File: config.mk
export PLATFORM = sky130hd
export DESIGN_NAME = cache_req_arbiter
export DESIGN_NICKNAME = d
export VERILOG_FILES = /design/src/rtl/cache_req_arbiter.sv
export SDC_FILE = /design/constraint.sdc
export NUM_CORES = 1
export LEC_CHECK = 0
export CAP_MARGIN = 25
export CORE_MARGIN = 1.5
export CORE_UTILIZATION = 48
export CTS_CLUSTER_SIZE = 8
export DETAILED_ROUTE_END_ITERATION = 12
export GPL_ROUTABILITY_DRIVEN = 0
export PLACE_DENSITY = 0.87
export SLEW_MARGIN = 20
export SYNTH_ARGS = -nofsm -noshare
export SYNTH_HDL_FRONTEND = slang
export SYNTH_SLANG_ARGS = --single-unit
File: constraint.sdc
create_clock -name clk -period 3.84 [get_ports clk]
set_clock_uncertainty 0.15 [all_clocks]
set_input_delay 0.384 -clock clk [delete_from_list [all_inputs] [get_ports clk]]
set_output_delay 0.384 -clock clk [all_outputs]
set_load 0.02 [all_outputs]
File: src/rtl/cache_req_arbiter.sv
// Round-robin arbiter that shares one cache controller among NREQ requesters,
// issues the captured command, waits for completion (with timeout) and keeps hit/miss statistics.
module cache_req_arbiter #(
  parameter int NREQ    = 4,
  parameter int AW      = 8,
  parameter int DW      = 8,
  parameter int TIMEOUT = 64
) (
  input  logic                 clk,
  input  logic                 rst,
  input  logic [NREQ-1:0]      req,
  input  logic [NREQ-1:0]      req_wr,
  input  logic [NREQ*AW-1:0]   req_addr,
  input  logic [NREQ*DW-1:0]   req_wdata,
  output logic [NREQ-1:0]      gnt,
  output logic [NREQ-1:0]      ack,
  output logic [DW-1:0]        rsp_rdata,
  output logic                 rsp_err,
  output logic                 c_bgn,
  output logic                 c_read,
  output logic                 c_write,
  output logic [AW-1:0]        c_addr,
  output logic [DW-1:0]        c_wdata,
  input  logic                 c_done,
  input  logic                 c_hit,
  input  logic [DW-1:0]        c_rdata,
  input  logic                 clr_stats,
  output logic                 busy,
  output logic [15:0]          hit_cnt,
  output logic [15:0]          miss_cnt
);

  localparam int IW = $clog2(NREQ);
  localparam int TW = $clog2(TIMEOUT);

  typedef enum logic [1:0] {
    S_IDLE  = 2'd0,
    S_ISSUE = 2'd1,
    S_WAIT  = 2'd2,
    S_RESP  = 2'd3
  } state_e;

  state_e          state_q, state_d;
  logic [IW-1:0]   idx_q, idx_d;
  logic [IW-1:0]   ptr_q, ptr_d;
  logic            wr_q, wr_d;
  logic [AW-1:0]   addr_q, addr_d;
  logic [DW-1:0]   wdata_q, wdata_d;
  logic [TW-1:0]   tmo_q, tmo_d;
  logic [DW-1:0]   rdata_q, rdata_d;
  logic            err_q, err_d;
  logic [15:0]     hit_q, hit_d;
  logic [15:0]     miss_q, miss_d;
  logic            hit_inc_s, miss_inc_s;
  logic [IW-1:0]   pick_s;
  logic [2*NREQ-1:0] rot_s;
  logic [NREQ-1:0] idx_oh_s;
  logic [AW-1:0]   addr_a  [NREQ];
  logic [DW-1:0]   wdata_a [NREQ];

  function automatic logic [IW-1:0] wrap_add(input logic [IW-1:0] p, input int k);
    int s;
    s = int'(p) + k;
    s = (s >= NREQ) ? s - NREQ : s;
    return s[IW-1:0];
  endfunction

  for (genvar g = 0; g < NREQ; g++) begin : g_unpack
    assign addr_a[g]  = req_addr[g*AW +: AW];
    assign wdata_a[g] = req_wdata[g*DW +: DW];
  end

  // Rotating by ptr puts the highest-priority requester at bit 0.
  assign rot_s = {req, req} >> ptr_q;

  // Lowest rotated position with a request wins.
  always_comb begin
    pick_s = {IW{1'b0}};
    for (int k = NREQ - 1; k >= 0; k--) begin
      pick_s = rot_s[k] ? wrap_add(ptr_q, k) : pick_s;
    end
  end

  // Transaction FSM next-state and datapath capture.
  always_comb begin
    state_d    = state_q;
    idx_d      = idx_q;
    ptr_d      = ptr_q;
    wr_d       = wr_q;
    addr_d     = addr_q;
    wdata_d    = wdata_q;
    tmo_d      = tmo_q;
    rdata_d    = rdata_q;
    err_d      = err_q;
    hit_inc_s  = 1'b0;
    miss_inc_s = 1'b0;
    case (state_q)
      S_IDLE: begin
        if (|req) begin
          state_d = S_ISSUE;
          idx_d   = pick_s;
          wr_d    = req_wr[pick_s];
          addr_d  = addr_a[pick_s];
          wdata_d = wdata_a[pick_s];
        end else begin
          state_d = S_IDLE;
        end
      end
      S_ISSUE: begin
        state_d = S_WAIT;
        tmo_d   = {TW{1'b0}};
      end
      S_WAIT: begin
        // A completion on the final timeout cycle still counts as success.
        if (c_done) begin
          state_d    = S_RESP;
          rdata_d    = c_rdata;
          err_d      = 1'b0;
          hit_inc_s  = c_hit;
          miss_inc_s = ~c_hit;
        end else if (tmo_q == TW'(TIMEOUT - 1)) begin
          state_d = S_RESP;
          err_d   = 1'b1;
        end else begin
          tmo_d = tmo_q + TW'(1);
        end
      end
      S_RESP: begin
        state_d = S_IDLE;
        ptr_d   = wrap_add(idx_q, 1);
      end
      default: begin
        state_d = S_IDLE;
      end
    endcase
  end

  assign hit_d  = clr_stats ? 16'h0000 :
                  (hit_inc_s && (hit_q != 16'hFFFF)) ? hit_q + 16'd1 : hit_q;
  assign miss_d = clr_stats ? 16'h0000 :
                  (miss_inc_s && (miss_q != 16'hFFFF)) ? miss_q + 16'd1 : miss_q;

  // State and datapath registers.
  always_ff @(posedge clk or negedge rst) begin
    if (!rst) begin
      state_q <= S_IDLE;
      idx_q   <= {IW{1'b0}};
      ptr_q   <= {IW{1'b0}};
      wr_q    <= 1'b0;
      addr_q  <= {AW{1'b0}};
      wdata_q <= {DW{1'b0}};
      tmo_q   <= {TW{1'b0}};
      rdata_q <= {DW{1'b0}};
      err_q   <= 1'b0;
      hit_q   <= 16'h0000;
      miss_q  <= 16'h0000;
    end else begin
      state_q <= state_d;
      idx_q   <= idx_d;
      ptr_q   <= ptr_d;
      wr_q    <= wr_d;
      addr_q  <= addr_d;
      wdata_q <= wdata_d;
      tmo_q   <= tmo_d;
      rdata_q <= rdata_d;
      err_q   <= err_d;
      hit_q   <= hit_d;
      miss_q  <= miss_d;
    end
  end

  assign idx_oh_s  = {{(NREQ-1){1'b0}}, 1'b1} << idx_q;
  assign gnt       = (state_q == S_ISSUE) ? idx_oh_s : {NREQ{1'b0}};
  assign ack       = (state_q == S_RESP)  ? idx_oh_s : {NREQ{1'b0}};
  assign c_bgn     = (state_q == S_ISSUE);
  assign c_read    = ((state_q == S_ISSUE) || (state_q == S_WAIT)) && !wr_q;
  assign c_write   = ((state_q == S_ISSUE) || (state_q == S_WAIT)) && wr_q;
  assign c_addr    = addr_q;
  assign c_wdata   = wdata_q;
  assign rsp_rdata = rdata_q;
  assign rsp_err   = err_q;
  assign busy      = (state_q != S_IDLE);
  assign hit_cnt   = hit_q;
  assign miss_cnt  = miss_q;

endmodule
# [After elaboration in Yosys (flattened, before gate mapping)]
# Index checks and enable logic that the tools add are counted.
[word_totals] regBits=70 in_bits=85 out_inout_bits=69 elab_cells=96
[op_classes] addsub=12 magnitude_cmp=7 n_eq_ne=9 shift=2 mux=36 bitwise=2 reduce_logical=17
[ops] operator="16-bit 2-to-1 mux" n=4
[ops] operator="16-bit by 1-bit adder with 16-bit output (second input constant)" n=2
[ops] operator="8-bit binary-select mux with 2-bit select" n=2
[ops] operator="8-bit 2-to-1 mux" n=4
[ops] operator="16-bit inequality test (second input constant)" n=2
[ops] operator="2-bit 2-to-1 mux" n=11
[ops] operator="3-bit >= comparator (second input constant)" n=5
[ops] operator="6-bit 2-to-1 mux" n=2
[ops] operator="6-bit case mux with 2 select lines" n=1
[ops] operator="2-bit nonzero test" n=5
[ops] operator="2-bit by 1-bit subtractor with 2-bit output (second input constant)" n=5
[ops] operator="1-bit 2-to-1 mux" n=8
[ops] operator="4-bit 2-to-1 mux" n=2
[ops] operator="2-bit case mux with 4 select lines" n=1
[ops] operator="8-bit by 2-bit right shift with 4-bit output" n=1
[ops] operator="2-bit by 1-bit adder with 3-bit output (second input constant)" n=2
[ops] operator="2-bit by 2-bit adder with 3-bit output (second input constant)" n=2
[ops] operator="6-bit by 1-bit adder with 6-bit output (second input constant)" n=1
[ops] operator="6-bit == test (second input constant)" n=1
[ops] operator="2-bit AND reduction" n=3
[ops] operator="2-bit == test (second input constant)" n=2
[ops] operator="1-bit logical AND" n=4
[ops] operator="2-bit inequality test (second input constant)" n=2
[ops] operator="4-bit OR reduction" n=1
[ops] operator="12 further kinds" n=12

# [Depth between registers and ports, before layout]
# Gate-level depths: netlist (run 1).
[logic_depth] ltp_word=11 depth_mapped=8

# [Least setup slack after synthesis (run 1)]
# OpenSTA, ideal clock, no wires.
[synth_timing] kind="register to register" start="reg state_q[0]" end="reg hit_q[7], in the netlist hit_cnt[7]" setup_ps=132 t_arrival_ps=1679 slack_ps=1879 path_stages_with_launch=9 n_path_buf=1 path_cell_list="dfrtp_1 inv_1 ha_1 buf_4 nand3_2 or2_4 a2111oi_4 xnor2_1 nor2_1"
[synth_between] elab_chain_cells=4
[synth_lines] element="from (decl)" line="43" text="state_e state_q, state_d;"
[synth_lines] element="from (signal assigned)" line="158" text="state_q <= state_d;"
[synth_lines] element="2-bit == test" line="97" text="case (state_q)"
[synth_lines] element="1-bit 2-to-1 mux" line="97"
[synth_lines] element="1-bit logical AND" line="139" text="(hit_inc_s && (hit_q != 16'hFFFF)) ? hit_q + 16'd1 : hit_q;"
[synth_lines] element="2-bit nonzero test (no line)"
[synth_lines] element="to (signal assigned)" line="167" text="hit_q <= hit_d;"
[synth_lines] element="to (decl)" line="52" text="logic [15:0] hit_q, hit_d;"
# Every way passes these cells.
# A chain may end at the register's enable or synchronous reset.

# [Worst setup path in the final report (run 1)]
[layout_timing] start="reg state_q[0]" end="out c_read"
[layout_between] elab_chain_cells=3 elab_cells_between_ends=4 cone_classes="2 x eq/ne; 2 x reduce/logical"
[layout_lines] element="2-bit by 1-bit == test with 1-bit output or 2-bit == test (tied branches)" line="176" text="assign c_read = ((state_q == S_ISSUE) || (state_q == S_WAIT)) && !wr_q;"
[layout_lines] element="1-bit logical OR *" line="176"
[layout_lines] element="1-bit logical AND *" line="176"
[layout_lines] element="to (decl)" line="20" text="output logic c_read,"
# Mark *: on every way between the ends. The rest lies on a longest branch, timed or not.

==> flow_metrics.py, run 1 <==
metrics = {
    "run_status": {
        "status": "complete, no violations",
    },
    "logic_synthesis": {
        "synth_edf_count": 0,
        "synth_nets": 484,
        "synthCells": 387,
        "async_flop_share": 1.00,
        "synth_seq_area_share": 0.439,
        "synth.distinct_cells": 57,
        "ys.flop_type": "dfrtp_1",
        "syn_area_um2": 3990,
        "avgSynthCellArea_um2": 10.3,
        "ys_warn_count": 0,
        "synth_seq_cells": 70,
    },
    "pwr": {
        "peakVddDrop_v": 0.000395,
        "powerDensity_nw_per_um2": 540,
        "p_leak_nw": 2.49,
    },
    "setup_path": {
        "critical_path_arrival_ps": 2170,
        "r2r_setup_slack_ps": 1220,
        "critPathSlowestCell": "clkdlybuf4s50_1",
        "critical_path.endpoint": "c_read",
        "crit_chain": "inv_1 > ha_1 > inv_1 > nor2_1 > clkdlybuf4s50_1",
        "r2r-start": "state_q[0]",
        "r2r-end": "miss_cnt[15]",
        "crit_type": "flop to output pin",
        "critPathLaunch": "state_q[0]",
        "critPathLaunchType": "flop",
        "cp_slowest_stage_delay_ps": 640,
        "r2r_cells": 7,
        "worstPathMaxFanout": 8,
        "cp_common_cell": "inv_1",
        "end_kind": "output pin",
        "cp.required_ps": 3310,
    },
    "floorplanning": {
        "start_util": 0.491,
        "pin_count": 154,
        "fp-row-count": 33,
        "die-area_um2": 8870,
        "coreArea_um2": 8130,
        "die_y_um": 94.2,
        "die_width_um": 94.2,
    },
    "finish": {
        "antenna_cells": 0,
        "most-common-layout-cells": "clkdlybuf4s50_1 (152), dfrtp_1 (70), mux2i_1 (40)",
        "final_net_count": 636,
        "final_layout_size_suffix_gt1_frac": 0.0772,
        "final_common_cell": "clkdlybuf4s50_1",
        "syn2layout_area_growth_pct": 45.4,
        "fin_cells": 649,
    },
    "timing": {
        "fmax_mhz": 369,
        "setup_tns_ps": 0,
        "hold_viol_final": 0,
        "relSlewSlack": 0.547,
        "worst_pin_slew_ps": 678,
        "final_max_slew_viol_count": 0,
        "fin_crit_ps": 2710,
        "finalCritPeriodShare": 0.705,
        "setup_viol": 0,
        "rsz0062_at_grt": "false",
    },
    "placed_design": {
        "dp_hpwl_mm": 7.69,
        "portBuffers": 153,
        "dp_cells": 632,
    },
    "routing": {
        "drt_iter0_drc": 127,
        "wl_met2_mm": 5.30,
        "wl_per_cell_um": 15.8,
        "dr_wl_met3_um": 760,
        "firstDrtPassIters": 5,
        "vias": 3587,
        "viasPerCell": 5.53,
        "drc_errors": 0,
        "wirelength_met1_mm": 4.10,
        "ant_nets": 0,
        "top_layer": "met4",
        "wl_mm": 10.3,
    },
    "clocking": {
        "h-tree-depth": 3,
        "hold_buffers": 0,
        "cts.clk_slew.worst_paths_ps": 70,
        "cts_buffer_depth": 2,
        "cts_made_buffers": 9,
        "clock-sinks": 70,
        "postCtsSetupBuffers": 0,
        "root_buffer": "clkbuf_8",
        "cts_tree": "yes",
        "postCtsResizedCells": 0,
        "clock_latency_ps": 330,
    },
    "global_routing": {
        "grt_use_total": 0.241,
        "globalRouteOverflowTotal": 0,
        "grt_start_max_net_pins": 47,
        "antenna_found_initial": 0,
        "grt_pass1_vias": 3550,
        "grt_pass1_wl_mm": 16.7,
    },
    "run": {
        "drv_cap": 0,
    },
    "min_path": {
        "hold_class": "flop to flop",
    },
}
[Yosys cell counts (2+ instances only)]
cell type / n / area [µm²]
o21ai_0: 14 / 70.1
nor4_1: 4 / 25.0
and4_1: 2 / 17.5
mux2_2: 8 / 90.1
xor2_1: 10 / 87.6
ha_1: 12 / 150
a21oi_1: 9 / 45.0
inv_1: 13 / 48.8
nor2b_1: 3 / 18.8
buf_4: 5 / 37.5
mux2i_1: 40 / 400
xnor2_1: 15 / 131
o31ai_1: 2 / 15.0
o2bb2ai_1: 2 / 17.5
buf_2: 4 / 20.0
a41oi_1: 2 / 17.5
nand3_1: 10 / 50.1
and3_1: 6 / 37.5
nand2_1: 35 / 131
and2_1: 11 / 68.8
dfrtp_1: 70 / 1750
nor2_1: 39 / 146
o2111ai_1: 2 / 17.5
nand4_1: 8 / 50.1
nor3_1: 5 / 25.0
clkbuf_1: 5 / 18.8
buf_6: 3 / 33.8
o221ai_1: 17 / 149
a211oi_1: 2 / 15.0
o211ai_1: 2 / 15.0
[area by class of cell]
class	instances	area [µm²]
Clock buffer	12	155
Multi-Input combinational cell	287	2100
Sequential cell	70	1750
Tap cell	105	131
Timing Repair Buffer	158	1580
Fill cell	612	2330
Inverter	13	48.8
Clock inverter	4	45.0
[flip-flops by register name (all words and copies together) (netlist names)]
name       cells
state_q        2
idx_q          2
tmo_q          6
ptr_q          2
rsp_err        1
miss_cnt      16
hit_cnt       16
wr_q           1
rsp_rdata      8
c_addr         8
c_wdata        8
[worst max-delay path: cells and delay by family, from the launching register on]
| family | cells | cell delay [ps] |
|---|---|---|
| buffers and inverters | 3 | 900 |
| adder cells (fa/ha/maj) | 1 | 440 |
| flip-flops | 1 | 390 |
| AND/OR/NAND/NOR | 1 | 130 |
[stage by stage]
stage | setup WS (ps) | power, mW | hold slack [ps] | utilization | cell area [µm²]
after floorplan | 1880 | 1.93 | -61.6 | - | 3990
after global placement | 1210 | 2.51 | 322 | 0.686 | 5580
after detailed placement | 1140 | 2.56 | 323 | 0.687 | 5590
after CTS | 1070 | 3.17 | 103 | 0.712 | 5790
after global routing | 942 | 3.33 | 371 | 0.714 | 5800
final | 1130 | 3.14 | 344 | 0.714 | 5800
[layer usage]
metal / global-route usage / up-vias
li1: - / 1714
met1: 0.275 / 1727
met2: 0.421 / 136
met3: 0.0817 / 10
met4: 0.0771 / 0
met5: 0 / -
[worst min path at each step]
stage	start	end	slack (ps)	depth (start not counted)
after floorplan	rst	c_addr[0]	-60	0
after global placement	c_wdata[5]	c_wdata[5]	320	2
after detailed placement	c_addr[4]	c_addr[4]	320	2
after CTS	rst	miss_cnt[6]	100	1
after global routing	c_addr[5]	c_addr[5]	370	2
final	c_addr[4]	c_addr[4]	340	2
[power by group]
part           total (mW)  internal (mW)  switching, mW
Combinational        1.51          0.712          0.799
Clock               0.600          0.333          0.267
Sequential           1.03          0.913          0.113
Total                3.14           1.96           1.18
[kinds of logic (layout without fill, tap and decap cells)]
logic type | after synthesis | after routing | share of synthesized area
and+or+nand+nor | 140 | 140 | 0.188
DFF | 70 | 70 | 0.439
AOI/OAI and AO/OA | 62 | 62 | 0.118
muxes | 48 | 48 | 0.123
buffers and inverters | 30 | 187 | 0.0398
xor gates and xnor gates | 25 | 25 | 0.0548
adders and majority gates | 12 | 12 | 0.0376
Power figures use the tool's default switching activity.
==> run 2: changes to the inputs <==
- CORE_UTILIZATION: 48 -> 40
- PLACE_DENSITY: 0.87 -> 0.77
- clock period: 3.84 -> 2.3 ns (I/O delays scaled with it)
==> run 2 against run 1 <==
  * Global-route usage down 3.7 points
  * Sequential share of layout area down 1.0 points
  * Routed wire length up 3.2%
  * Clock power up 68%
  * Worst hold slack worse by 49 ps
  * Register-to-register slack worse by 1000 ps
==> flow_metrics.py, run 2 (synthesis results as in run 1) <==
metrics = {
    "run_status": {
        "status": "complete, no violations",
    },
    "global_routing": {
        "grt_use_total": 0.204,
        "grt_pass1_vias": 3581,
        "antenna_found_initial": 0,
        "globalRouteOverflowTotal": 0,
        "grt_start_max_net_pins": 71,
        "grt_pass1_wl_mm": 16.9,
    },
    "floorplanning": {
        "die_width_um": 103,
        "coreArea_um2": 9730,
        "pin_count": 154,
        "start_util": 0.410,
        "die-area_um2": 10600,
        "die_y_um": 103,
        "fp-row-count": 36,
    },
    "timing": {
        "relSlewSlack": 0.714,
        "setup_tns_ps": 0,
        "final_max_slew_viol_count": 0,
        "setup_viol": 0,
        "fin_crit_ps": 2150,
        "worst_pin_slew_ps": 429,
        "rsz0062_at_grt": "false",
        "fmax_mhz": 465,
        "hold_viol_final": 0,
        "finalCritPeriodShare": 0.935,
    },
    "placed_design": {
        "dp_hpwl_mm": 7.90,
        "placed_area_um2": 5760,
        "portBuffers": 153,
    },
    "setup_path": {
        "critPathLaunch": "state_q[0]",
        "critPathLaunchType": "flop",
        "cp.required_ps": 1920,
        "critical_path_arrival_ps": 1770,
        "r2r_cells": 7,
        "r2r-start": "state_q[0]",
        "crit_type": "flop to output pin",
        "end_kind": "output pin",
        "worstPathMaxFanout": 4,
    },
    "min_path": {
        "hold_class": "primary input to async pin",
    },
    "finish": {
        "final_common_cell": "clkdlybuf4s50_1",
        "final_net_count": 648,
        "syn2layout_area_growth_pct": 50.4,
        "most-common-layout-cells": "clkdlybuf4s50_1 (146), dfrtp_1 (70), mux2i_1 (40)",
        "design_area_um2": 6000,
        "final_layout_size_suffix_gt1_frac": 0.106,
        "antenna_cells": 0,
        "fillerInstances": 821,
        "final_util": 0.617,
    },
    "pwr": {
        "peakVddDrop_v": 0.000624,
        "finalPower_mw": 5.38,
        "p_leak_nw": 2.63,
        "powerDensity_nw_per_um2": 896,
    },
    "routing": {
        "vias": 3622,
        "wl_mm": 10.6,
        "drt_iter0_drc": 82,
        "ant_nets": 0,
        "wl_per_cell_um": 15.4,
        "firstDrtPassIters": 4,
        "drc_errors": 0,
        "viasPerCell": 5.26,
    },
    "clocking": {
        "clock-sinks": 70,
        "clock_latency_ps": 340,
        "cts.clk_slew.worst_paths_ps": 80,
        "cts_tree": "yes",
        "postCtsSetupBuffers": 0,
        "cts_made_buffers": 9,
        "cts_buffer_depth": 2,
        "h-tree-depth": 3,
        "root_buffer": "clkbuf_8",
    },
    "run": {
        "drv_cap": 0,
    },
}
[run 2: changes by cell type in the layout (fill, tap and decap cells not counted), moves of 2 or more]
cell / previous run / this run
dlymetal6s2s_1: 0 / 4
buf_12: 0 / 4
clkinv_2: 3 / 1
nor4_1: 4 / 1
buf_4: 4 / 12
nor4_2: 1 / 4
clkdlybuf4s50_1: 152 / 146
clkinvlp_4: 0 / 2
[run 2: cell type report]
| type | instances | area [µm²] | share of cell area |
|---|---|---|---|
| multi-input combinational | 287 | 2120 | 0.353 |
| sequential | 70 | 1750 | 0.292 |
| timing repair buffer | 170 | 1720 | 0.286 |
| tap | 133 | 166 | 0.0277 |
| clock buffer | 11 | 141 | 0.0235 |
| clock inverter | 5 | 58.8 | 0.00979 |
| inverter | 13 | 48.8 | 0.00813 |
[run 2: worst paths after layout]
check / to / slack [ps]
max: busy / 150
min: miss_cnt[8] / 290
max reg2reg: hit_cnt[7] / 210
min reg2reg: c_addr[5] / 340
max in group asynchronous: c_wdata[1] / 1410
min in group clk: c_addr[5] / 340
[run 2: power breakdown]
group          internal [mW]  switching [mW]  total [mW]
sequential              1.52           0.188        1.71
combinational           1.28            1.38        2.66
clock                  0.531           0.478        1.01
total                   3.33            2.04        5.38
[run 2: routing by layer]
metal	vias to the layer above	share of wire	GRT usage
li1	1733	-	-
met1	1752	0.40	0.233
met3	11	0.080	0.0644
met4	0	0.011	0.0593
met5	-	0	0
met2	126	0.51	0.366
[run 2: through the flow]
step,hold slack (ps),worst slack [ps],instances
finish,295,149,689
global route,344,7.04,689
CTS,306,16.3,689
detailed placement,139,41.1,672
global placement,137,81.8,672
floorplan,-216,339,387
[run 2: worst max-delay path, cell delays in order (launching register included)]
cell             delay [ps]
dfrtp_1                 410
inv_1                   110
ha_1                    250
inv_1                    60
clkdlybuf4s50_1         610
[run 2: repair_timing]
item	CTS	global route
resized for setup	2	10
hold buffers	1	0
endpoints found under the hold margin	70	0
endpoints found under the setup margin	2	13
==> RTL edit 1: new RTL, flow settings as in run 2 <==
Re-encode `state_e` (4 states) as Gray code, 2 bits wide.
--- a/src/rtl/cache_req_arbiter.sv
+++ b/src/rtl/cache_req_arbiter.sv
@@ -34,10 +34,10 @@
   localparam int TW = $clog2(TIMEOUT);
 
   typedef enum logic [1:0] {
-    S_IDLE  = 2'd0,
-    S_ISSUE = 2'd1,
-    S_WAIT  = 2'd2,
-    S_RESP  = 2'd3
+    S_IDLE  = 2'b00,
+    S_ISSUE = 2'b01,
+    S_WAIT  = 2'b11,
+    S_RESP  = 2'b10
   } state_e;
 
   state_e          state_q, state_d;
Check against the original RTL: same outputs for any inputs over 10 cycles, from zero or initial values and one cycle with rst low; not proved beyond that.
==> RTL edit 1 against run 2 <==
Largest cell class unchanged. Die area fell by 2.6%. Non-clock buffer count fell by 2. Critical path type unchanged. Routed wire length fell by 0.15%. Sequential cell count did not move. Total power rose by 2.0%. Setup slack got worse by 0.031 ns. Cell area fell by 2.1%. Highest routed layer unchanged. Area after synthesis fell by 2.7%.
==> RTL edit 1: results (changes against run 2) <==
Timing
  • Worst-Margin Slew: 0.5539 ns (+0.1246 ns)
  • Final hold slack: 0.2490 ns (-0.04561 ns)

Route
  • Vias/cell: 5.262 (+0.11%)
  • WL final: 10590 um (-0.15%)
  • Initial DRC count: 110 (+34%)

Setup path
  • R2R depth: 5 (-2)
  • CP Max Fanout: 12 (+8)
  • R2r setup slk: 0.26 ns (+0.05 ns)
  • Reg-to-Reg Start: miss_cnt[7]

Global route
  • GR met3 Demand/Resource: 6.142% (-0.30 points)
  • Pin count of the biggest net entering global routing: 50 (-30%)
  • Grt met2 use: 36.15% (-0.49 points)
  • Vias in the first global route: 3599 (+0.50%)
  • Met1 Use GR: 25.12% (+1.8 points)
  • Global-route wire length before repair: 17060 um (+1.1%)

Logic synthesis
  • Largest cells by area after synthesis: dfrtp_1, mux2i_1, xor2_1
  • Sequential share of the synthesized area: 45.07% (+1.2 points)
  • Commonest cells in the netlist: dfrtp_1, nor2_1, mux2i_1
  • Post-Syn Nets: 465 (-3.9%)

Power
  • Peak supply drop: 0.7340 mV (+18%)
  • Leakage Power: 2.720 nW (+3.6%)

Placed design
  • Post-DP Area: 0.005618 mm^2 (-2.5%)
  • Detailed placement HPWL: 7907 um (about the same)

Floorplan
  • DIE AREA: 0.01032 mm^2 (-2.6%)

Run status
  • Status: finished, final reports clean

Final layout
  • Layout Nets: 621 (-4.2%)
  • Fraction of layout cells with a size suffix above 1: 9.925% (-0.69 points)

Clock tree
  • Total CTS buffers: 9 (unchanged)
## RTL edit 1: logic make-up after synthesis
kind of cell	count (synthesis)	share of synthesized area, %
AOI/OAI and AO/OA	60	12.36
xor gates and xnor gates	28	6.310
adders and majority gates	7	2.254
buffers and inverters	31	4.314
DFF	70	45.07
muxes	47	12.43
and+or+nand+nor	130	17.26
## RTL edit 1: worst max path at each step
stage,depth (start not counted),endpoint,startpoint,slack [ns]
global placement,6,miss_cnt[14],c_done,0.15
detailed placement,6,miss_cnt[14],c_done,0.08
finish,3,gnt[3],state_q[1],0.12
CTS,3,gnt[1],state_q[1],0.004
floorplan,7,miss_cnt[14],miss_cnt[0],0.41
global route,3,gnt[3],state_q[1],0.01
## RTL edit 1: metrics by stage
| step | instances | utilization (%) | total power (W) |
|---|---|---|---|
| detailed placement | 646 | 60.23 | 0.004353 |
| global route | 663 | 63.03 | 0.005802 |
| CTS | 663 | 62.83 | 0.005537 |
| floorplan | 373 | - | 0.003221 |
| global placement | 646 | 60.23 | 0.004273 |
| finish | 663 | 63.03 | 0.005485 |
## RTL edit 1: final cells by class
| class | count | area [um^2] | share of cell area (%) |
|---|---|---|---|
| clock inverters | 4 | 77.57 | 1.319 |
| flip-flops and latches | 70 | 1753 | 29.81 |
| repair buffers | 168 | 1719 | 29.24 |
| clock buffers | 12 | 155.1 | 2.639 |
| inverters | 8 | 30.03 | 0.5107 |
| multi-input cells | 272 | 1983 | 33.73 |
| well taps | 129 | 161.4 | 2.745 |
## RTL edit 1: report_power, final
part	internal, W	switching [W]	leakage, nW
Combinational	0.00127	0.00126	1.68
Clock	0.000677	0.000483	0.117
Sequential	0.00154	0.000252	0.918
## RTL edit 1: layer usage
layer,vias up,part of all wire (%),routed length [um]
li1,1666,-,-
met1,1687,40,4238
met3,20,6.3,664
met4,0,1.9,201
met5,-,0,0
met2,116,52,5490
## RTL edit 1: critical path, stage by stage, from the launching register on
cell and delay [ns]:
dfrtp_2 0.50, inv_1 0.18, and3_1 0.18, clkdlybuf4s50_1 0.60
## RTL edit 1: what timing repair did
action	4_1_cts	5_1_grt
endpoints found under the setup margin	0	10
hold buffers	1	0
hold endpoints to repair	21	0
resized for setup	0	9
==> RTL edit 2: new RTL, config.mk and constraints of run 2 <==
Without the edit above. `NREQ`: 4 -> 2.
--- a/src/rtl/cache_req_arbiter.sv
+++ b/src/rtl/cache_req_arbiter.sv
@@ -1,7 +1,7 @@
 // Round-robin arbiter that shares one cache controller among NREQ requesters,
 // issues the captured command, waits for completion (with timeout) and keeps hit/miss statistics.
 module cache_req_arbiter #(
-  parameter int NREQ    = 4,
+  parameter int NREQ    = 2,
   parameter int AW      = 8,
   parameter int DW      = 8,
   parameter int TIMEOUT = 64
Interface: changed (6 resized); port bits go from 154 to 114. The function was not compared with the original's and may differ.
==> RTL edit 2 against run 2 <==
Critical path type unchanged. Total power fell by 14%. Sequential cell count is 2 lower. Combinational power fell by 26%. Routed wire length fell by 12%. First-iteration DRC count up 120%. Sequential power decreased by 4%. Clock power about the same. Largest power group unchanged. Cell area shrank 13%. Area after synthesis fell by 8.9%. Via count decreased by 7.2%. Setup slack got worse by 0.026 ns.
==> RTL edit 2: results (changes against run 2) <==
Logic synthesis
  • Mux share of post-synthesis cell area: 10.43% (-1.9 points)
  • Post-Syn Nets: 421 (-13%)
  • Largest cells by area after synthesis: dfrtp_1, mux2i_1, mux2_2
  • Post-Synth Adder-Cell Area: 2.753% (-1.0 points)
  • Cell variety after synth: 51 (-11%)
  • Xor and xnor fraction of the mapped netlist area: 0% (-5.5 points)
  • Compound-gate portion of the synthesized area: 15.66% (+3.9 points)
  • Commonest cells in the netlist: dfrtp_1, nand2_1, o21ai_0

Global route
  • Pin count of the biggest net entering global routing: 69 (-2.8%)
  • GRT Overall Usage: 20.03% (-0.40 points)
  • Global-route wire length before repair: 15920 um (-5.6%)
  • Vias in the first global route: 3398 (-5.1%)
  • Met1 Use GR: 24.78% (+1.5 points)
  • Grt met2 use: 31.98% (-4.7 points)

Final layout
  • Clkbuf count: 12 (+1)
  • Register Area: 0.001702 mm^2 (-2.9%)
  • Fill count: 756 (-7.9%)
  • Buffers, non-clock: 129 (-24%)
  • Multi-input gate area: 0.001843 mm^2 (-13%)
  • NonClk Buf Share: 24.34% (-4.2 points)
  • Comb_multi_in: 267 (-7.0%)
  • Layout Nets: 546 (-16%)
  • Fraction of layout cells with a size suffix above 1: 11.54% (+0.93 points)

Power
  • Sw frac: 36.10% (-1.9 points)
  • Peak supply drop: 0.6456 mV (+3.5%)
  • Leakage Power: 2.238 nW (-15%)

Setup path
  • Worst endpoint data arrival time: 1.80 ns (+0.03 ns)
  • Worst R2R End: miss_cnt[4]
  • R2r setup slk: 0.13 ns (-0.08 ns)
  • Reg-to-Reg Start: miss_cnt[0]

Placed design
  • Detailed placement HPWL: 6819 um (-14%)
  • Post-DP Area: 0.004962 mm^2 (-14%)
  • Placed cells: 584 (-13%)
  • Worst slack at placement: -0.007166 ns (-0.04824 ns)

Clock tree
  • CTS Sinks: 68 (-2.9%)

Timing
  • Max Freq: 0.4593 GHz (-1.2%)
  • Worst-Margin Slew: 0.5130 ns (+0.08378 ns)

Route
  • Routed len/inst: 15.50 um (+0.69%)
  • WL met3: 887 um (+5.0%)
  • WL met2: 4293 um (-20%)

Run status
  • Status: finished, final reports clean
[RTL edit 2: changes by cell type after synthesis, sizes merged, moves of 6 or more]
cell,delta
or3,+6
a21oi,+17
buf,-9
nor2,-27
xnor2,-15
and2,-6
mux2i,-19
xor2,-10
o21ai,+15
o31ai,+10
o221ai,-17
or4,+13
mux2,+7
clkbuf,+7
[RTL edit 2: repair_timing]
item / 4_1_cts / 5_1_grt
endpoints found under the hold margin: 68 / 0
pin swaps: 1 / 3
hold buffers: 1 / 0
endpoints found under the setup margin: 3 / 10
gates resized for setup: 2 / 7
setup buffers: 0 / 1
[RTL edit 2: power by group through the flow]
stage / clock network, W / logic [W] / registers, W
finish: 0.00101 / 0.00198 / 0.00165
global route: 0.00108 / 0.00216 / 0.00169
CTS: 0.00104 / 0.00200 / 0.00165
detailed placement: 0 / 0.00200 / 0.00167
global placement: 0 / 0.00197 / 0.00165
floorplan: 0 / 0.000786 / 0.00190
